<file path="config.mk">
export PLATFORM = sky130hd
export DESIGN_NAME = gerenciador_atributos
export DESIGN_NICKNAME = d
export VERILOG_FILES = /design/src/rtl/gerenciador_atributos.sv
export SDC_FILE = /design/constraint.sdc
export NUM_CORES = 1
export LEC_CHECK = 0
export ABC_AREA = 1
export CORE_ASPECT_RATIO = 1.2
export CORE_MARGIN = 1
export CORE_UTILIZATION = 55
export DETAILED_ROUTE_END_ITERATION = 6
export DONT_BUFFER_PORTS = 1
export PLACE_DENSITY_LB_ADDON = 0.05
export SETUP_SLACK_MARGIN = 0.2
export SYNTH_ARGS = -nofsm -noshare
export SYNTH_HDL_FRONTEND = slang
export SYNTH_SLANG_ARGS = --single-unit
</file>
<file path="constraint.sdc">
create_clock -name clk -period 3.8 [get_ports clk]
set_input_delay 0.76 -clock clk [delete_from_list [all_inputs] [get_ports clk]]
set_output_delay 0.76 -clock clk [all_outputs]
set_load 0.05 [all_outputs]
</file>
<file path="src/rtl/gerenciador_atributos.sv">
// rtl/gerenciador_atributos.sv - pet attribute store with prescaled, sequenced saturating updates
//
// Keeps fome, sono and felicidade and updates them once per prescaler tick.
// A three-step FSM writes one attribute per cycle through a shared
// saturating add/sub unit, using the activity code latched at the tick.
//
// Ports:
//   clk        in   1  system clock
//   rst        in   1  asynchronous active-high reset
//   estado     in   4  one-hot activity code from controlador_estados
//   reiniciar  in   1  synchronous restart (attributes, prescaler, FSM)
//   fome       out  8  hunger level, 0 = starved
//   sono       out  8  rest level, 0 = exhausted
//   felicidade out  8  happiness level, 0 = miserable
//   ocupado    out  1  high during the three update cycles
//   tick       out  1  one-cycle pulse when an update sequence starts

module gerenciador_atributos #(
  parameter int TICK_DIV = 50000,
  parameter int DECAY    = 1,
  parameter int GAIN     = 4,
  parameter int MAX_VAL  = 255,
  parameter int INIT_VAL = 128
) (
  input  logic       clk,
  input  logic       rst,
  input  logic [3:0] estado,
  input  logic       reiniciar,
  output logic [7:0] fome,
  output logic [7:0] sono,
  output logic [7:0] felicidade,
  output logic       ocupado,
  output logic       tick
);

  localparam int CW = $clog2(TICK_DIV);
  localparam logic [CW-1:0] CNT_LAST = CW'(TICK_DIV - 1);

  localparam logic [7:0] INIT8 = 8'(INIT_VAL);
  localparam logic [7:0] MAX8  = 8'(MAX_VAL);
  localparam logic [8:0] MAX9  = 9'(MAX_VAL);
  localparam logic [8:0] GAIN9 = 9'(GAIN);
  localparam logic [8:0] DEC1  = 9'(DECAY);
  localparam logic [8:0] DEC2  = 9'(2 * DECAY);

  localparam logic [3:0] EST_IDLE       = 4'b0000;
  localparam logic [3:0] EST_DORMINDO   = 4'b0001;
  localparam logic [3:0] EST_COMENDO    = 4'b0010;
  localparam logic [3:0] EST_DANDO_AULA = 4'b0100;

  typedef enum logic [1:0] {
    ESPERA    = 2'd0,
    UPD_FOME  = 2'd1,
    UPD_SONO  = 2'd2,
    UPD_FELIC = 2'd3
  } fsm_t;

  typedef enum logic [1:0] {
    OP_HOLD = 2'd0,
    OP_ADD  = 2'd1,
    OP_SUB  = 2'd2
  } op_t;

  fsm_t       state;
  fsm_t       state_next;
  logic [CW-1:0] cnt;
  logic       wrap;
  logic [3:0] est_q;
  logic       est_valid;

  op_t        op_kind;
  logic [7:0] op_a;
  logic [8:0] op_amt;
  logic [8:0] sum9;
  logic [7:0] diff8;
  logic [7:0] result;

  assign wrap = (cnt == CNT_LAST);

  // Prescaler
  always_ff @(posedge clk or posedge rst) begin
    if (rst) begin
      cnt <= '0;
    end else if (reiniciar || wrap) begin
      cnt <= '0;
    end else begin
      cnt <= cnt + 1'b1;
    end
  end

  // A wrap coinciding with reiniciar is dropped.
  always_ff @(posedge clk or posedge rst) begin
    if (rst) begin
      tick <= 1'b0;
    end else begin
      tick <= wrap && !reiniciar;
    end
  end

  // FSM state register and activity latch
  always_ff @(posedge clk or posedge rst) begin
    if (rst) begin
      state <= ESPERA;
      est_q <= EST_IDLE;
    end else if (reiniciar) begin
      state <= ESPERA;
      est_q <= EST_IDLE;
    end else begin
      state <= state_next;
      if (state == ESPERA && wrap) begin
        est_q <= estado;
      end
    end
  end

  // FSM next state
  always_comb begin
    state_next = state;
    case (state)
      ESPERA:    if (wrap) state_next = UPD_FOME;
      UPD_FOME:  state_next = UPD_SONO;
      UPD_SONO:  state_next = UPD_FELIC;
      UPD_FELIC: state_next = ESPERA;
      default:   state_next = ESPERA;
    endcase
  end

  // FSM outputs: busy flag and operand selection for the shared unit.
  // MORTO and any code outside the known set leave attributes untouched.
  always_comb begin
    ocupado   = (state != ESPERA);
    op_kind   = OP_HOLD;
    op_a      = fome;
    op_amt    = '0;
    est_valid = 1'b0;
    case (est_q)
      EST_IDLE, EST_DORMINDO, EST_COMENDO, EST_DANDO_AULA: est_valid = 1'b1;
      default: est_valid = 1'b0;
    endcase
    case (state)
      UPD_FOME: begin
        op_a = fome;
        if (est_valid) begin
          if (est_q == EST_COMENDO) begin
            op_kind = OP_ADD;
            op_amt  = GAIN9;
          end else begin
            op_kind = OP_SUB;
            op_amt  = DEC1;
          end
        end
      end
      UPD_SONO: begin
        op_a = sono;
        if (est_valid) begin
          if (est_q == EST_DORMINDO) begin
            op_kind = OP_ADD;
            op_amt  = GAIN9;
          end else if (est_q == EST_DANDO_AULA) begin
            op_kind = OP_SUB;
            op_amt  = DEC2;
          end else begin
            op_kind = OP_SUB;
            op_amt  = DEC1;
          end
        end
      end
      UPD_FELIC: begin
        op_a = felicidade;
        if (est_valid) begin
          if (est_q == EST_DANDO_AULA) begin
            op_kind = OP_ADD;
            op_amt  = GAIN9;
          end else begin
            op_kind = OP_SUB;
            op_amt  = DEC1;
          end
        end
      end
      default: begin
        op_kind = OP_HOLD;
      end
    endcase
  end

  // Shared saturating add/sub. The subtract only uses the low byte of the
  // amount once the 9-bit compare has ruled out underflow.
  always_comb begin
    sum9  = {1'b0, op_a} + op_amt;
    diff8 = op_a - op_amt[7:0];
    case (op_kind)
      OP_ADD:  result = (sum9 > MAX9) ? MAX8 : sum9[7:0];
      OP_SUB:  result = (op_amt > {1'b0, op_a}) ? 8'd0 : diff8;
      default: result = op_a;
    endcase
  end

  // Attribute registers
  always_ff @(posedge clk or posedge rst) begin
    if (rst) begin
      fome       <= INIT8;
      sono       <= INIT8;
      felicidade <= INIT8;
    end else if (reiniciar) begin
      fome       <= INIT8;
      sono       <= INIT8;
      felicidade <= INIT8;
    end else begin
      case (state)
        UPD_FOME:  fome       <= result;
        UPD_SONO:  sono       <= result;
        UPD_FELIC: felicidade <= result;
        default:   ;
      endcase
    end
  end

endmodule
</file>
==> insert_results.sql, run 1 <==
INSERT INTO impl_metrics (metric_group, metric, value, unit) VALUES
('cts', 'clkLatencyLatePin', '0.30', 'ns'),
('cts', 'cts.clk_slew.worst_paths', '0.09', 'ns'),
('placed_design', 'place_congestion', '0.885', ''),
('synth', 'post_synth_instance_area', '3260', 'sq um'),
('layout', 'area_delta_synth_final', '5.15', '%'),
('die', 'dieWidth', '72.2', 'um'),
('sta', 'period_needed', '3.22', 'ns'),
('power_and_ir_drop', 'switchingPower', '0.983', 'mW'),
('grt', 'antenna_found_initial', '0', ''),
('detailed_routing', 'firstDrtPassIters', '4', ''),
('die', 'dieArea', '6230', 'sq um'),
('synth', 'synth-async-reset-ratio', '100', '%'),
('layout', 'num-fill-cells', '537', ''),
('sta', 'hold_viol', '0', ''),
('status', 'run_status', 'completed', ''),
('detailed_routing', 'finalWirelength', '7330', 'um'),
('critical_path', 'timing.critical_path.buf_inv', '3', ''),
('power_and_ir_drop', 'internal_power', '1.03', 'mW'),
('power_and_ir_drop', 'vdd_drop_max', '0.240', 'mV'),
('die', 'fp.dieH', '86.3', 'um'),
('power_and_ir_drop', 'pwr-share-clk', '18.2', '%'),
('cts', 'cts_setup_buffers', '0', ''),
('critical_path', 'crit_chain', 'ha_1 -> buf_4 -> nor2_8 -> a21oi_1 -> inv_1 -> ha_1 -> inv_1 -> fa_1 -> o21bai_1 -> nand2_2 -> nor2_4 -> nand3_2 -> nand2_1 -> nand2_1 -> nand3_2 -> nand3_1 -> o21ai_0', ''),
('critical_path', 'worst_ep_required_time', '4.02', 'ns'),
('detailed_routing', 'drtAntennaViolNets', '0', ''),
('sta', 'clock_skew', '0.00594', 'ns'),
('grt', 'via_count_of_the_first_global_routing_pass', '2626', ''),
('synth', 'synth_area_per_cell', '7.68', 'sq um'),
('die', 'io_pins', '33', ''),
('power_and_ir_drop', 'power.static_leakage', '1.71', 'nW'),
('sta', 'setup_violations', '0', ''),
('cts', 'cts.sink_count', '47', ''),
('critical_path', 'type_of_origin_of_the_critical_path', 'register', ''),
('layout', 'core_utilization_of_the_finished_layout', '60.4', '%'),
('die', 'floorplan.rows', '30', ''),
('detailed_routing', 'drc', '0', ''),
('power_and_ir_drop', 'seq_power_share', '39.6', '%'),
('layout', 'n_antenna_cell', '0', ''),
('sta', 'worstMarginPinSlew', '0.961', 'ns'),
('detailed_routing', 'vias_per_cell', '5.39', ''),
('cts', 'htree_num_levels', '2', ''),
('synth', 'synth_top_area_share', '33.8', '%'),
('placed_design', 'dp.final_hpwl', '5640', 'um'),
('synth', 'ys_dominant_reg_cell', 'sky130_fd_sc_hd__dfrtp_1', ''),
('die', 'initial_core_util', '57.5', '%'),
('layout', 'numnets_final', '451', ''),
('layout', 'layout_common_cells', 'sky130_fd_sc_hd__nand2_1, sky130_fd_sc_hd__inv_1, sky130_fd_sc_hd__dfrtp_1', ''),
('critical_path', 'slowest_stage', 'sky130_fd_sc_hd__dfrtp_1', ''),
('synth', 'synth_cell_types', '41', ''),
('power_and_ir_drop', 'power.density_cell_area', '588', 'nW/um^2'),
('critical_path', 'setup.worst_path.class', 'reg2reg', ''),
('die', 'core_area', '5670', 'sq um'),
('layout', 'final_common_cell', 'sky130_fd_sc_hd__nand2_1', ''),
('cts', 'postCtsHoldBufs', '0', ''),
('synth', 'synth-seq-cells', '47', ''),
('synth', 'ys.warnings.count', '0', ''),
('flow_run', 'number_of_max_cap_violations', '0', ''),
('cts', 'root_buffer', 'sky130_fd_sc_hd__clkbuf_8', ''),
('cts', 'cts.path.max_buffers', '2', ''),
('detailed_routing', 'wire_per_inst', '14.5', 'um'),
('synth', 'yosysSeqAreaShare', '36.2', '%'),
('critical_path', 'timing.critical_path.max_delay_family', 'simple AND/OR/NAND/NOR gates', ''),
('power_and_ir_drop', 'power.share.switching', '48.8', '%'),
('critical_path', 'end_kind', 'register', ''),
('sta', 'max_clk_rate', '311', 'MHz'),
('power_and_ir_drop', 'power_frac_comb', '42.1', '%'),
('detailed_routing', 'via_count', '2724', ''),
('cts', 'cts_tree', 'yes', ''),
('grt', 'pin_count_of_the_biggest_net_entering_global_routing', '48', ''),
('sta', 'final_min_period_over_clock_period', '84.7', '%'),
('critical_path', 'worstSetupStartpoint', 'state[0]', '');
sequential cells by signal (all words and copies together) (netlist names):
name and cells:
cnt 16, est_q 4, felicidade 8, fome 8, sono 8, state 2, tick 1
synth_stat cells, drive strengths merged, types with 6 or more instances:
library cell / instances
nor2: 40
o21ai: 25
ha: 18
buf: 8
nand4: 6
xor2: 7
nand2: 112
nor3: 8
a21oi: 14
inv: 65
nand3: 49
dfrtp: 44
final timing paths:
kind / end / slack, ns / cells after the start
worst max-delay path: sono[1] / 0.58 / 17
worst min-delay path: cnt[0] / 0.46 / 1
worst max register to register: sono[1] / 0.58 / 17
worst min register to register: cnt[0] / 0.46 / 1
max in group asynchronous: felicidade[0] / 2.65 / 1
min in group asynchronous: felicidade[6] / 0.55 / 1
power groups by stage:
stage,Combinational (mW),Sequential (mW),Clock (mW)
3_3_place_gp,0.838,0.810,0
5_1_grt,0.949,0.808,0.399
3_5_place_dp,0.838,0.811,0
4_1_cts,0.842,0.801,0.379
6_report,0.849,0.799,0.367
2_1_floorplan,0.688,0.786,0
cells by family (layout without fill, tap and decap cells):
| logic type | after synthesis | after routing | share of synthesized area [%] |
|---|---|---|---|
| flops | 47 | 47 | 36.2 |
| compound gates | 53 | 53 | 9.99 |
| xor+xnor | 8 | 8 | 2.15 |
| buf+inv | 75 | 76 | 9.64 |
| simple gates | 221 | 221 | 33.8 |
| fa+ha+maj | 20 | 20 | 8.14 |
stage by stage:
step | hold WS [ns] | cell area [sq um] | cells | power [mW] | setup slack, ns
after floorplan | 0.430 | 3260 | 424 | 1.47 | 0.962
after global placement | 0.451 | 3310 | 497 | 1.65 | 0.616
after detailed placement | 0.450 | 3310 | 497 | 1.65 | 0.520
after CTS | 0.462 | 3420 | 505 | 2.02 | 0.496
after global routing | 0.472 | 3420 | 505 | 2.16 | 0.309
final | 0.458 | 3420 | 505 | 2.01 | 0.581
per-layer routing:
metal | vias up | GRT usage, % | part of all wire (%) | wire, um
li1 | 1364 | - | - | -
met1 | 1292 | 32.4 | 44 | 3190
met2 | 61 | 43.9 | 51 | 3720
met3 | 7 | 4.53 | 4.5 | 333
met4 | 0 | 6.24 | 1.2 | 85
met5 | - | 0 | 0 | 0
cell type report:
cell class	count	area (sq um)	area share, %
repair buffers	3	22.5	0.658
well taps	80	100	2.92
multi-input cells	302	1770	51.6
clock inverters	3	43.8	1.28
clock buffers	5	68.8	2.01
flip-flops and latches	47	1180	34.5
inverters	65	244	7.12
worst register-to-register path: cells and delay by family, from the launching register on:
family                   cells  cell delay (ns)
buffers and inverters        3             0.43
AO/OA/AOI/OAI                3             0.51
AND/OR/NAND/NOR              8             0.93
flip-flops                   1             0.41
adder cells (fa/ha/maj)      3             0.86
Power figures use the tool's default switching activity.
==> run 2, diff against run 1 <==
Clock period 3.8 ns to 2.66 ns, I/O delays scaled along.
==> insert_results.sql, run 2 (synthesis results as in run 1) <==
INSERT INTO impl_metrics (metric_group, metric, value, unit) VALUES
('critical_path', 'r2r_start', 'state[1]', ''),
('layout', 'numnets_final', '502', ''),
('sta', 'max_clk_rate', '378', 'MHz'),
('power_and_ir_drop', 'power.density_cell_area', '848', 'nW/um^2'),
('flow_run', 'number_of_max_cap_violations', '0', ''),
('critical_path', 'reg2reg_depth', '17', ''),
('placed_design', 'placement.cell_area', '3690', 'sq um'),
('layout', 'stdcell_area', '4060', 'sq um'),
('cts', 'cts.clk_slew.worst_paths', '0.10', 'ns'),
('critical_path', 'reg2reg_setup_slack', '0.02', 'ns'),
('placed_design', 'io_buffer_count', '0', ''),
('grt', 'grt.total_usage', '28.6', '%'),
('detailed_routing', 'wire_per_inst', '15.2', 'um'),
('critical_path', 'timing.critical_path.slowest_cell_delay', '0.41', 'ns'),
('placed_design', 'dp.final_hpwl', '6130', 'um'),
('cts', 'clkLatencyLatePin', '0.31', 'ns'),
('sta', 'setup_repair_after_global_routing_missed_its_margin', 'true', ''),
('cts', 'cts.sink_count', '47', ''),
('detailed_routing', 'drt_iter0_drc', '299', ''),
('sta', 'worstMarginPinSlew', '0.999', 'ns'),
('critical_path', 'crit_chain', 'buf_4 -> ha_4 -> nor2_8 -> a21oi_2 -> inv_2 -> ha_4 -> inv_2 -> fa_2 -> o21bai_4 -> nand2_2 -> nor2_4 -> nand3_4 -> o21ai_1 -> nand2_1 -> nand3_2 -> nand4_1 -> nand2_1', ''),
('detailed_routing', 'drc', '0', ''),
('grt', 'grt_pass1_wl', '13800', 'um'),
('power_and_ir_drop', 'pwr-share-clk', '18.5', '%'),
('layout', 'layout_common_cells', 'sky130_fd_sc_hd__nand2_1, sky130_fd_sc_hd__buf_4, sky130_fd_sc_hd__inv_1', ''),
('layout', 'final_common_cell', 'sky130_fd_sc_hd__nand2_1', ''),
('detailed_routing', 'vias_per_cell', '5.35', ''),
('critical_path', 'cp.arrival', '2.89', 'ns'),
('detailed_routing', 'finalWirelength', '8450', 'um'),
('die', 'initial_core_util', '57.5', '%'),
('layout', 'max_reg_flops', '16', ''),
('grt', 'via_count_of_the_first_global_routing_pass', '2944', ''),
('status', 'run_status', 'completed', ''),
('detailed_routing', 'via_count', '2977', ''),
('layout', 'num-fill-cells', '477', ''),
('power_and_ir_drop', 'power_frac_comb', '51.0', '%'),
('power_and_ir_drop', 'power.static_leakage', '2.00', 'nW'),
('die', 'dieWidth', '72.2', 'um'),
('sta', 'clock_skew', '0.00945', 'ns'),
('layout', 'area_delta_synth_final', '24.7', '%'),
('power_and_ir_drop', 'p_total', '3.44', 'mW'),
('layout', 'n_antenna_cell', '0', ''),
('placed_design', 'place_congestion', '0.970', ''),
('sta', 'setup_slack', '0.0167', 'ns'),
('cts', 'cts_tree', 'yes', ''),
('die', 'io_pins', '33', ''),
('sta', 'drv_slew', '0', ''),
('critical_path', 'slowest_stage', 'sky130_fd_sc_hd__dfrtp_1', ''),
('sta', 'period_needed', '2.64', 'ns'),
('detailed_routing', 'drtAntennaViolNets', '0', ''),
('power_and_ir_drop', 'vdd_drop_max', '0.519', 'mV'),
('layout', 'top_register', 'cnt', ''),
('critical_path', 'type_of_origin_of_the_critical_path', 'register', ''),
('grt', 'grt_overflow', '0', ''),
('critical_path', 'critical_path_peak_fanout', '6', ''),
('power_and_ir_drop', 'switchingPower', '1.60', 'mW'),
('die', 'floorplan.rows', '30', ''),
('cts', 'root_buffer', 'sky130_fd_sc_hd__clkbuf_8', ''),
('cts', 'postCtsHoldBufs', '0', ''),
('power_and_ir_drop', 'seq_power_share', '30.5', '%'),
('layout', 'core_utilization_of_the_finished_layout', '71.6', '%'),
('critical_path', 'setup.worst_path.class', 'reg2reg', ''),
('detailed_routing', 'firstDrtPassIters', '5', ''),
('sta', 'final_min_period_over_clock_period', '99.4', '%'),
('power_and_ir_drop', 'internal_power', '1.84', 'mW'),
('sta', 'setup_violations', '0', ''),
('critical_path', 'worstSetupStartpoint', 'state[1]', ''),
('critical_path', 'worst_ep_required_time', '2.91', 'ns'),
('die', 'dieArea', '6230', 'sq um'),
('grt', 'antenna_found_initial', '0', ''),
('critical_path', 'rr_endpoint', 'sono[4]', ''),
('hold_path', 'hold_path.class', 'in2async', ''),
('grt', 'pin_count_of_the_biggest_net_entering_global_routing', '48', ''),
('critical_path', 'end_kind', 'register', ''),
('sta', 'hold_viol', '0', ''),
('layout', 'share_of_post_route_cells_with_drive_strength_above_1', '29.8', '%'),
('die', 'fp.dieH', '86.3', 'um'),
('power_and_ir_drop', 'power.share.switching', '46.5', '%'),
('die', 'core_area', '5670', 'sq um'),
('sta', 'max_slew_margin', '33.3', '%'),
('cts', 'htree_num_levels', '2', ''),
('placed_design', 'detailedPlace.worstSlack', '-0.115', 'ns'),
('cts', 'numCtsBuffers', '5', ''),
('cts', 'cts.path.max_buffers', '2', '');
[run 2: cell types whose count changed in the layout (fill, tap and decap cells not counted), sizes merged]
cell and delta:
buf +51, clkinv -2, bufinv +1, clkinvlp +1
[run 2: metal layers]
| metal | up-vias | wire length [um] | share of wire [%] | GRT usage [%] |
|---|---|---|---|---|
| met5 | - | 0 | 0 | 0 |
| li1 | 1473 | - | - | - |
| met4 | 0 | 125 | 1.5 | 9.98 |
| met3 | 14 | 321 | 3.8 | 4.19 |
| met1 | 1399 | 3650 | 43 | 37.0 |
| met2 | 91 | 4350 | 52 | 48.7 |
[run 2: power groups by stage]
stage / logic, mW / registers, mW / clock network, mW
after detailed placement: 1.58 / 1.06 / 0
final: 1.75 / 1.05 / 0.637
after floorplan: 1.09 / 1.13 / 0
after global routing: 1.90 / 1.06 / 0.670
after CTS: 1.71 / 1.05 / 0.650
after global placement: 1.56 / 1.06 / 0
[run 2: critical path, delay by kind of cell (launching register included)]
family          cells  cell delay, ns
compound gates      3            0.33
flops               1            0.41
fa+ha+maj           3            0.69
buf+inv             3            0.26
simple gates        8            0.88
[run 2: final cells by class]
class,count,area (sq um),share of cell area [%]
flip-flops and latches,47,1180,29.1
inverters,65,251,6.19
clock buffers,5,68.8,1.69
multi-input cells,302,1970,48.6
well taps,80,100,2.47
clock inverters,3,67.6,1.66
repair buffers,54,418,10.3
[run 2: what timing repair did]
action                                  in CTS  in global routing
endpoints found under the setup margin      24                 24
setup buffers                               14                  2
pin swaps                                   11                  1
gates resized for setup                     24                  8
[run 2: worst max-delay path by stage]
stage | slack (ns) | depth (start not counted) | endpoint
after CTS | 0.06 | 18 | felicidade[2]
after global routing | -0.11 | 17 | sono[4]
after detailed placement | -0.12 | 17 | felicidade[2]
after floorplan | 0.13 | 19 | felicidade[3]
after global placement | -0.04 | 17 | felicidade[2]
final | 0.02 | 17 | sono[4]
[run 2: through the flow]
| stage | setup TNS [ns] | cells | hold WS, ns |
|---|---|---|---|
| final | 0 | 556 | 0.325 |
| after global routing | -1.75 | 556 | 0.357 |
| after CTS | 0 | 554 | 0.355 |
| after detailed placement | -1.42 | 532 | 0.456 |
| after global placement | -0.215 | 532 | 0.449 |
| after floorplan | 0 | 424 | 0.430 |
